**src/rtl/op_glyph_rom.sv**
```systemverilog
// Operator glyph store (+, -, x, /) with a random-access read port for the
// recognition comparator and a valid/ready row-streaming port for display.
module op_glyph_rom #(
  parameter int unsigned GLYPH_W    = 16,
  parameter int unsigned GLYPH_H    = 16,
  parameter int unsigned NUM_GLYPHS = 4,
  parameter string       INIT_FILE  = "",
  localparam int unsigned GI_W = (NUM_GLYPHS > 1) ? $clog2(NUM_GLYPHS) : 1,
  localparam int unsigned RI_W = (GLYPH_H > 1) ? $clog2(GLYPH_H) : 1
) (
  input  logic               clk,
  input  logic               rst,
  input  logic               a_en,
  input  logic [GI_W-1:0]    a_glyph,
  input  logic [RI_W-1:0]    a_row,
  output logic [GLYPH_W-1:0] a_data,
  output logic               a_valid,
  output logic               a_err,
  input  logic               s_start,
  input  logic [GI_W-1:0]    s_glyph,
  input  logic               s_mirror,
  input  logic               s_invert,
  input  logic               s_ready,
  output logic               s_busy,
  output logic               s_valid,
  output logic [GLYPH_W-1:0] s_data,
  output logic [RI_W-1:0]    s_row,
  output logic               s_last
);

  // Only the built-in 16x16 operator set is synthesised in this block;
  // any other geometry or an external image reads back as all-zero rows.
  localparam bit BUILTIN_OK = (INIT_FILE == "") && (GLYPH_W == 16) &&
                              (GLYPH_H == 16) && (NUM_GLYPHS <= 4);
  localparam logic [RI_W-1:0] LAST_ROW = RI_W'(GLYPH_H - 1);

  typedef enum logic [1:0] {IDLE, FETCH, STREAM} state_t;

  // Row word lookup; out-of-range glyph or row yields zero.
  function automatic logic [GLYPH_W-1:0] rom_word(input logic [GI_W-1:0] g,
                                                  input logic [RI_W-1:0] r);
    logic [15:0] w;
    int unsigned ri;
    w  = 16'h0000;
    ri = 32'(r);
    if (BUILTIN_OK && (32'(g) < NUM_GLYPHS) && (ri < GLYPH_H)) begin
      case (32'(g))
        0: w = (ri >= 6 && ri <= 8) ? 16'hFFFF : 16'h0380;
        1: w = (ri >= 6 && ri <= 8) ? 16'hFFFF : 16'h0000;
        2: w = (16'h8000 >> ri) | (16'h0001 << ri);
        3: begin
          if ((ri >= 1 && ri <= 3) || (ri >= 12 && ri <= 14)) w = 16'h0380;
          else if (ri >= 6 && ri <= 8)                        w = 16'hFFFF;
          else                                                w = 16'h0000;
        end
        default: w = 16'h0000;
      endcase
    end
    return GLYPH_W'(w);
  endfunction

  // Display transform: left-right flip first, then complement.
  function automatic logic [GLYPH_W-1:0] xform(input logic [GLYPH_W-1:0] w,
                                               input logic mir,
                                               input logic inv);
    logic [GLYPH_W-1:0] m;
    m = '0;
    for (int i = 0; i < GLYPH_W; i++) m[i] = mir ? w[GLYPH_W-1-i] : w[i];
    return inv ? ~m : m;
  endfunction

  logic            a_oob_c;
  logic [RI_W-1:0] row_nxt_c;

  assign a_oob_c   = (32'(a_glyph) >= NUM_GLYPHS) || (32'(a_row) >= GLYPH_H);
  assign row_nxt_c = RI_W'(s_row + 1'b1);

  // Port A: one registered read per request, error flagged with the data.
  always_ff @(posedge clk) begin
    if (rst) begin
      a_data  <= '0;
      a_valid <= 1'b0;
      a_err   <= 1'b0;
    end else begin
      a_valid <= a_en;
      a_err   <= a_en & a_oob_c;
      if (a_en) a_data <= a_oob_c ? '0 : rom_word(a_glyph, a_row);
    end
  end

  state_t          state;
  logic [GI_W-1:0] g_q;
  logic            mir_q;
  logic            inv_q;

  // Port B streaming FSM; next row is prefetched on each handshake.
  always_ff @(posedge clk) begin
    if (rst) begin
      state   <= IDLE;
      g_q     <= '0;
      mir_q   <= 1'b0;
      inv_q   <= 1'b0;
      s_busy  <= 1'b0;
      s_valid <= 1'b0;
      s_data  <= '0;
      s_row   <= '0;
      s_last  <= 1'b0;
    end else begin
      case (state)
        IDLE: begin
          if (s_start) begin
            g_q    <= s_glyph;
            mir_q  <= s_mirror;
            inv_q  <= s_invert;
            s_busy <= 1'b1;
            state  <= FETCH;
          end
        end
        FETCH: begin
          s_data  <= xform(rom_word(g_q, RI_W'(0)), mir_q, inv_q);
          s_row   <= '0;
          s_last  <= (GLYPH_H == 1);
          s_valid <= 1'b1;
          state   <= STREAM;
        end
        STREAM: begin
          if (s_valid && s_ready) begin
            if (s_last) begin
              s_valid <= 1'b0;
              s_last  <= 1'b0;
              s_busy  <= 1'b0;
              state   <= IDLE;
            end else begin
              s_row  <= row_nxt_c;
              s_data <= xform(rom_word(g_q, row_nxt_c), mir_q, inv_q);
              s_last <= (row_nxt_c == LAST_ROW);
            end
          end
        end
        default: state <= IDLE;
      endcase
    end
  end

endmodule
```
**config.mk**
```make
export PLATFORM = sky130hd
export DESIGN_NAME = op_glyph_rom
export DESIGN_NICKNAME = d
export VERILOG_FILES = /design/src/rtl/op_glyph_rom.sv
export SDC_FILE = /design/constraint.sdc
export NUM_CORES = 1
export LEC_CHECK = 0
export CORE_MARGIN = 4
export CORE_UTILIZATION = 30
export CTS_CLUSTER_SIZE = 25
export DETAILED_ROUTE_END_ITERATION = 8
export GPL_ROUTABILITY_DRIVEN = 0
export SETUP_SLACK_MARGIN = 0.4
export SYNTH_ARGS = -nofsm -noshare
export SYNTH_HDL_FRONTEND = slang
export SYNTH_SLANG_ARGS = --single-unit
```
**constraint.sdc**
```tcl
create_clock -name clk -period 2.5 [get_ports clk]
set_input_delay 0.5 -clock clk [delete_from_list [all_inputs] [get_ports clk]]
set_output_delay 0.5 -clock clk [all_outputs]
set_load 0.01 [all_outputs]
```
# After elaboration in Yosys (flattened, before gate mapping)
# Index checks and enable logic that the tools add are counted.
# Widths: inputs -> output; s select.
dict set report word_totals {
  regBits 46
  in_bits 15
  out_inout_bits 41
  elab_cells 133
}
dict set report op_classes {
  n_addsub 1
  n_lt_le_gt_ge 12
  n_eq_ne 13
  shift 4
  mux 67
  bitwise_logic 4
  reduce_logical 21
}
# cell count
set ops {}
lappend ops {{$mux 16} 16}
lappend ops {{$pmux 16 s4} 2}
lappend ops {{$pmux 16 s3} 1}
lappend ops {{$mux 1} 37}
lappend ops {{$not 16->16} 2}
lappend ops {{$or 16x16->16} 2}
lappend ops {{$pmux 16 s2} 1}
lappend ops {{$shl 1x4->16 const A} 2}
lappend ops {{$shr 16x4->16 const A} 2}
lappend ops {{$le 4x4->1 const B} 4}
lappend ops {{$eq 2x2->1 const B} 5}
lappend ops {{$reduce_and 3->1} 3}
lappend ops {{$ge 4x1->1 const B} 2}
lappend ops {{$ge 4x3->1 const B} 2}
lappend ops {{$ge 4x4->1 const B} 2}
lappend ops {{$le 4x2->1 const B} 2}
lappend ops {{$mux 4} 2}
lappend ops {{$ne 2x2->1 const B} 4}
lappend ops {{$pmux 4 s2} 1}
lappend ops {{$logic_and 1x1->1} 7}
lappend ops {{$eq 2x1->1 const B} 3}
lappend ops {{$logic_not 2->1} 3}
lappend ops {{$mux 2} 3}
lappend ops {{$pmux 1 s2} 3}
lappend ops {{other kinds (8)} 11}

# Longest topological paths before layout
# Gate-level depths: netlist of the first run.
dict set report depth {
  word_depth 16
  depth_mapped 10
  ltp_nobuf 9
}

# Least setup slack after synthesis of the first run
# OpenSTA, ideal clock, no wires.
dict set report synth_timing {
  path_kind {register to register}
  startpoint {register s_row[0]}
  endpoint {register s_data[10]}
  setup_time_ps 78
  t_arrival_ps 2373
  required_ps 2422
  setup_slack_ps 49
  stages_incl_launch_ff 11
  path_buffers 1
  synth_period_minus_slack_ps 2451
  path_cell_list {dfxtp_1 ha_1 ha_1 clkbuf_2 and3_1 o21ai_1 nand2_1 o31ai_1 a21oi_1 mux2i_1 nor3_1}
}
dict set report synth_between {
  elab_chain_cells 16
  word_cells_on_any_way 28
  cone_classes {add/sub (1); order compare (6); shift (2); mux (13); bitwise (2); reduce/logical (4)}
}
# item line_no
set synth_rtl {}
lappend synth_rtl {{start: declaration} 27} ;# output logic [RI_W-1:0] s_row,
lappend synth_rtl {{start signal: assignment} 134} ;# s_row <= row_nxt_c;
lappend synth_rtl {{$add 4x1->4 (*)} 76} ;# assign row_nxt_c = RI_W'(s_row + 1'b1);
lappend synth_rtl {{$ge 4x3->1, or another cell as far along} {48, 49, 53}}
lappend synth_rtl {{$logic_and 1x1->1 (on tied branches)} n/a}
lappend synth_rtl {{$mux 16 / $logic_or 1x1->1 (equally long branches)} {49, 53, 52}}
lappend synth_rtl {{$mux 16} 52} ;# if ((ri >= 1 && ri <= 3) || (ri >= 12 && ri <= 14)) w = 16'h0380;
lappend synth_rtl {{$pmux 16 s4 (*)} 47} ;# case (32'(g))
lappend synth_rtl {{$mux 16 (*)} 128} ;# if (s_last) begin
lappend synth_rtl {{$mux 16 (*)} 127} ;# if (s_valid && s_ready) begin
lappend synth_rtl {{$mux 16 (*)} 109} ;# case (state)
lappend synth_rtl {{$mux 16 (*)} 98} ;# if (rst) begin
lappend synth_rtl {{$mux 1 (*)} 68} ;# for (int i = 0; i < GLYPH_W; i++) m[i] = mir ? w[GLYPH_W-1-i] : w[i];
lappend synth_rtl {{$not 16->16} 69} ;# return inv ? ~m : m;
lappend synth_rtl {{$mux 16 (*)} 69}
lappend synth_rtl {{$mux 16 (*)} 128}
lappend synth_rtl {{$mux 16 (*)} 127}
lappend synth_rtl {{$pmux 16 s2 (*)} 109}
lappend synth_rtl {{end signal: assignment} 120} ;# s_data <= xform(rom_word(g_q, RI_W'(0)), mir_q, inv_q);
lappend synth_rtl {{end signal: assignment} 135} ;# s_data <= xform(rom_word(g_q, row_nxt_c), mir_q, inv_q);
lappend synth_rtl {{end: declaration} 26} ;# output logic [GLYPH_W-1:0] s_data,
# Mark *: on every way between the ends. The rest lies on a longest branch, timed or not. The select of a mux whose other input is x is not followed.
# A chain may end at the register's enable or synchronous reset.

# Worst setup path in the final report of the first run
dict set report layout_timing {
  startpoint {register s_row[0]}
  endpoint {register s_data[6]}
}
# The elaborated chain is that of the path after synthesis.

==> qor.yml, run 1 <==
status: "complete, no violations"
grt_pass1_vias: 2028
diodes: 0
grt_max_degree: 24
vias: 2159
slew_viol_final: 0
routed_wirelength_mm: 5.98
worst_clock_skew_ns: 0.00448
power_density_nw_per_um2: 422
fmax_mhz: 459
cts_buffers: 5
initial_core_util_pct: 31.2
path_clk_slew_ns: 0.07
max-cap-violations: 0
grt_usage_pct: 13.6
finish.utilization_pct: 44.1
hold_viol: 0
cts_tree: "done"
rows: 30
leakage_nw: 1.05
cts_buffer_depth: 2
ir_worst_vdd_uv: 192
finalCriticalPeriod_ns: 2.18
die_height_microns: 92.6
antenna_found_initial: 0
port-buffer-count: 54
arrival_ns: 2.34
first_pass_iters: 4
end_kind: "flip-flop"
dpl_cell_area_sq_um: 2710
hold_buffers: 0
period_share_pct: 87.2
antenna_left: 0
r2r-start: "s_row[0]"
syn_nets: 302
final_cell_area_sq_um: 3030
rsz0062_at_grt: "true"
htreeDepth: 2
ys.flop_type: "dfxtp_1"
core-area_sq_um: 6870
holdCritPathClass: "flip-flop to flip-flop"
clock_sinks: 32
worst_slew_pin_slew_ns: 0.636
io_pins: 56
cts-root-buf: "clkbuf_8"
die_x_microns: 92.6
syn_to_final_growth_pct: 41.2
fin_tns_setup_ns: 0
drt_iter0_drc: 66
crit_path_max_fanout: 7
synth-seq-cells: 32
syn_area_sq_um: 2140
synth-seq-area-share_pct: 29.9
synth.distinct_cells: 48
nets: 351
postSynthCellCount: 281
startpoint: "s_row[0]"
max_slew_margin_pct: 57.5
required_ns: 2.66
routed_via_density: 5.06
start_kind: "flip-flop"
wire_per_inst_microns: 14.0
dieArea_sq_um: 8570
setup_violations: 0
synth_edf_count: 0
drc: 0
async_reset_ff_share_pct: 0
clk-insertion-delay-late_ns: 0.29
drive_gt1_share_pct: 17.8
avgSynthCellArea_sq_um: 7.63
yosysWarnings: 0
grt_overflow: 0
worstHoldStart: "a_data[9]"
grt_pass1_wl_mm: 9.55
dp.final_hpwl_mm: 4.13
crit_type: "flip-flop to flip-flop"
## what timing repair did
action,in CTS,in global routing
buffers inserted,9,4
pin swaps,10,13
endpoints found under the setup margin,8,9
gates resized for setup,9,17
## state kept, by name, summed over array words and instances (netlist names)
name and count:
a_data 9, a_valid 1, g_q 2, inv_q 1, mir_q 1, s_busy 1
s_data 9, s_last 1, s_row 4, s_valid 1, state 2
## worst max-delay path: stages, from the launching register on
cell      delay [ns]
dfxtp_4         0.36
ha_4            0.17
ha_4            0.30
buf_6           0.13
nand3b_1        0.07
a21o_1          0.21
a31oi_2         0.19
nor4_2          0.06
a22oi_1         0.24
mux2i_1         0.24
nor3_1          0.06
## where the power goes
group	total, W	leakage [nW]	switching (W)	internal, W
clock network	0.000405	0.0479	0.000211	0.000194
registers	0.000572	0.266	0.0000323	0.000539
logic	0.000300	0.734	0.000148	0.000152
total	0.00128	1.05	0.000392	0.000885
## final timing paths
path | endpoint | slack [ns] | depth (start not counted)
max | s_data[6] | 0.32 | 10
min | a_data[9] | 0.49 | 2
max reg2reg | s_data[6] | 0.32 | 10
min reg2reg | a_data[9] | 0.49 | 2
## layer usage
metal	track usage [%]	wire length (microns)
met4	4.83	58
met1	17.4	2710
met5	0	0
met3	3.41	363
met2	22.2	2850
## layout by cell type, fill, tap and decap left out, types with 2 or more instances in the layout
cell             count
dfxtp_1             28
nor3b_2              2
dfxtp_4              3
inv_1                5
nand2_1             25
nand3b_1             5
or2_2                2
clkinv_2             2
and3_1               2
nor2_1              39
nor2b_1             10
buf_4               16
ha_1                 3
clkbuf_8             5
o21ai_0              5
a22oi_1              7
a21oi_1             17
clkdlybuf4s50_1     54
nand2b_1             6
o22ai_1              7
o21ai_2              2
nor3_1              12
a21o_1               5
a21oi_2              6
and3b_1              2
ha_4                 3
a211oi_1            10
mux2i_1              7
nand3_1              9
## cells by family (layout without fill, tap and decap cells)
kind of cell	Yosys count	after routing	synth area share [%]
flip-flops	32	32	29.9
multiplexers	9	9	4.43
buffers and inverters	35	85	9.16
XOR/XNOR	4	4	2.33
adder cells (fa/ha/maj)	6	6	3.50
AND/OR/NAND/NOR	123	123	28.7
other	1	1	0.175
AO/OA/AOI/OAI	71	71	21.8
## cell usage after synthesis, drive strengths merged, types with 8 or more instances
cell,count,area (sq um)
nor2,39,146
dfxtp,32,641
nand2,26,97.6
a21oi,23,115
buf,18,130
nor3,12,60.1
clkbuf,11,43.8
a211oi,10,75.1
nand3,10,62.6
nor2b,10,62.6
mux2i,8,80.1
o21ai,8,40.0
## per-stage QoR
step / worst slack, ns / power (W) / hold slack (ns) / instances
2_1_floorplan: 0.395 / 0.000754 / 0.469 / 281
3_3_place_gp: 0.296 / 0.000872 / 0.472 / 406
3_5_place_dp: 0.247 / 0.000875 / 0.476 / 406
4_1_cts: 0.341 / 0.00129 / 0.490 / 423
5_1_grt: 0.202 / 0.00135 / 0.509 / 427
6_report: 0.320 / 0.00128 / 0.488 / 427
## cell type report
cell class	count	area, sq um
Inverter	6	22.5
Clock buffer	5	68.8
Tap cell	96	120
Timing Repair Buffer	71	672
Clock inverter	3	18.8
Multi-Input combinational cell	214	1470
Fill cell	705	3840
Sequential cell	32	653
(Power assumes the default switching activity.)
==> run 2, diff against run 1 <==
Settings changed: CTS_BUF_LIST set to sky130_fd_sc_hd__clkbuf_16.
==> run 2 against run 1 <==
  * Sequential share of layout area hardly changed
  * Combinational power is essentially flat
  * Critical path depth unchanged
  * Worst setup slack improved by 0.0029 ns
  * Non-clock buffer count fell by 3
  * Count of clock-buffer cells in the layout stayed put
  * Routed wire length down 3.5%
  * Via count is 1.6% lower
  * Power up 14%
  * First-iteration DRC count rose by 35%
  * Hold slack lost 0.0029 ns
  * Clock skew shrank 0.0013 ns
  * Critical path type unchanged
  * Critical endpoint unchanged
==> qor.yml, run 2 (synthesis gave the netlist of run 1 again) <==
grt_max_degree: 24
finalCriticalPeriod_ns: 2.18
vias: 2124
cts_tree: "done"
max-cap-violations: 0
final_cell_mix: "54 x clkdlybuf4s50_1, 39 x nor2_1, 28 x dfxtp_1"
core-area_sq_um: 6870
wire_per_inst_microns: 13.6
nets: 348
crit_path_max_fanout: 7
status: "complete, no violations"
rsz0062_at_grt: "true"
diodes: 0
clock_sinks: 32
fmax_mhz: 459
worst_clock_skew_ns: 0.00314
grt_usage_pct: 13.7
slew_viol_final: 0
dieArea_sq_um: 8570
whs_ns: 0.485
setup_violations: 0
drc: 0
dp.final_hpwl_mm: 4.13
max_slew_margin_pct: 56.5
hold_viol: 0
port-buffer-count: 54
initial_core_util_pct: 31.2
fin_tns_setup_ns: 0
cts_buffers: 5
period_share_pct: 87.1
holdCritPathClass: "flip-flop to flip-flop"
end_kind: "flip-flop"
grt_pass1_wl_mm: 9.56
antenna_left: 0
leakage_nw: 1.07
drt_iter0_drc: 89
cts_buffer_depth: 2
crit_type: "flip-flop to flip-flop"
drive_gt1_share_pct: 15.5
power_density_nw_per_um2: 483
final_common_cell: "clkdlybuf4s50_1"
routed_wirelength_mm: 5.77
largestRegisters: "a_data: 9 flops, s_data: 9 flops, s_row: 4 flops"
htreeDepth: 2
syn_to_final_growth_pct: 41.0
io_pins: 56
grt_overflow: 0
arrival_ns: 2.32
cts-root-buf: "clkbuf_16"
antenna_found_initial: 0
clk-insertion-delay-late_ns: 0.28
path_clk_slew_ns: 0.05
required_ns: 2.64
final_cell_area_sq_um: 3020
grt_pass1_vias: 2039
rows: 30
worst_slew_pin_slew_ns: 0.651
die_height_microns: 92.6
r2r_setup_slack_ns: 0.32
first_pass_iters: 4
dpl_cell_area_sq_um: 2710
start_kind: "flip-flop"
routed_via_density: 5.01
ir_worst_vdd_uv: 249
finish.utilization_pct: 44.0
die_x_microns: 92.6
## run 2: cell type report
type                       count  area (sq um)
fill                         711          3850
multi-input combinational    214          1440
sequential                    32           651
timing repair buffer          68           649
clock buffer                   5           125
tap                           96           120
inverter                       6          22.5
clock inverter                 3          18.8
## run 2: power by group
part | leakage [nW] | internal [W] | switching, W
combinational | 0.728 | 0.000151 | 0.000145
sequential | 0.265 | 0.000541 | 0.0000318
clock | 0.0736 | 0.000366 | 0.000225
## run 2: what timing repair did
item / CTS / global route
pin swaps: 9 / 3
hold endpoints to repair: 0 / 0
cloned: 0 / 0
buffers inserted: 10 / 0
resized for setup: 7 / 11
hold buffers: 0 / 0
setup endpoints to repair: 8 / 9
## run 2: routing by layer
metal	vias to the layer above	GRT usage (%)	share of wire, %
met5	-	0	0
met4	0	4.95	1.6
met3	8	3.82	5.9
met2	62	22.2	47
met1	988	17.3	46
li1	1066	-	-
## run 2: critical path, cell delays in order, from the launching register on
cell	delay, ns
dfxtp_4	0.36
ha_4	0.17
ha_4	0.30
buf_6	0.13
nand3b_1	0.08
a21o_1	0.21
a31oi_2	0.19
nor4_2	0.06
a22oi_1	0.25
mux2i_1	0.24
nor3_1	0.06
## run 2: worst paths after layout
kind	startpoint	endpoint	cells after the start
worst min-delay path	a_data[9]	a_data[9]	2
worst max register to register	s_row[1]	s_data[6]	10
worst min register to register	a_data[9]	a_data[9]	2
worst max-delay path	s_row[1]	s_data[6]	10
## run 2: stage by stage
step,setup WS (ns),cells,total power (W)
after floorplan,0.395,281,0.000754
after global placement,0.296,406,0.000872
after detailed placement,0.247,406,0.000875
after CTS,0.334,424,0.00148
after global routing,0.213,424,0.00155
final,0.323,424,0.00146
==> run 3, diff against run 2 <==
Settings changed: TNS_END_PERCENT set to 100.
==> results of run 3 <==
The final DEF is identical to that of run 2; final timing and power are the same.
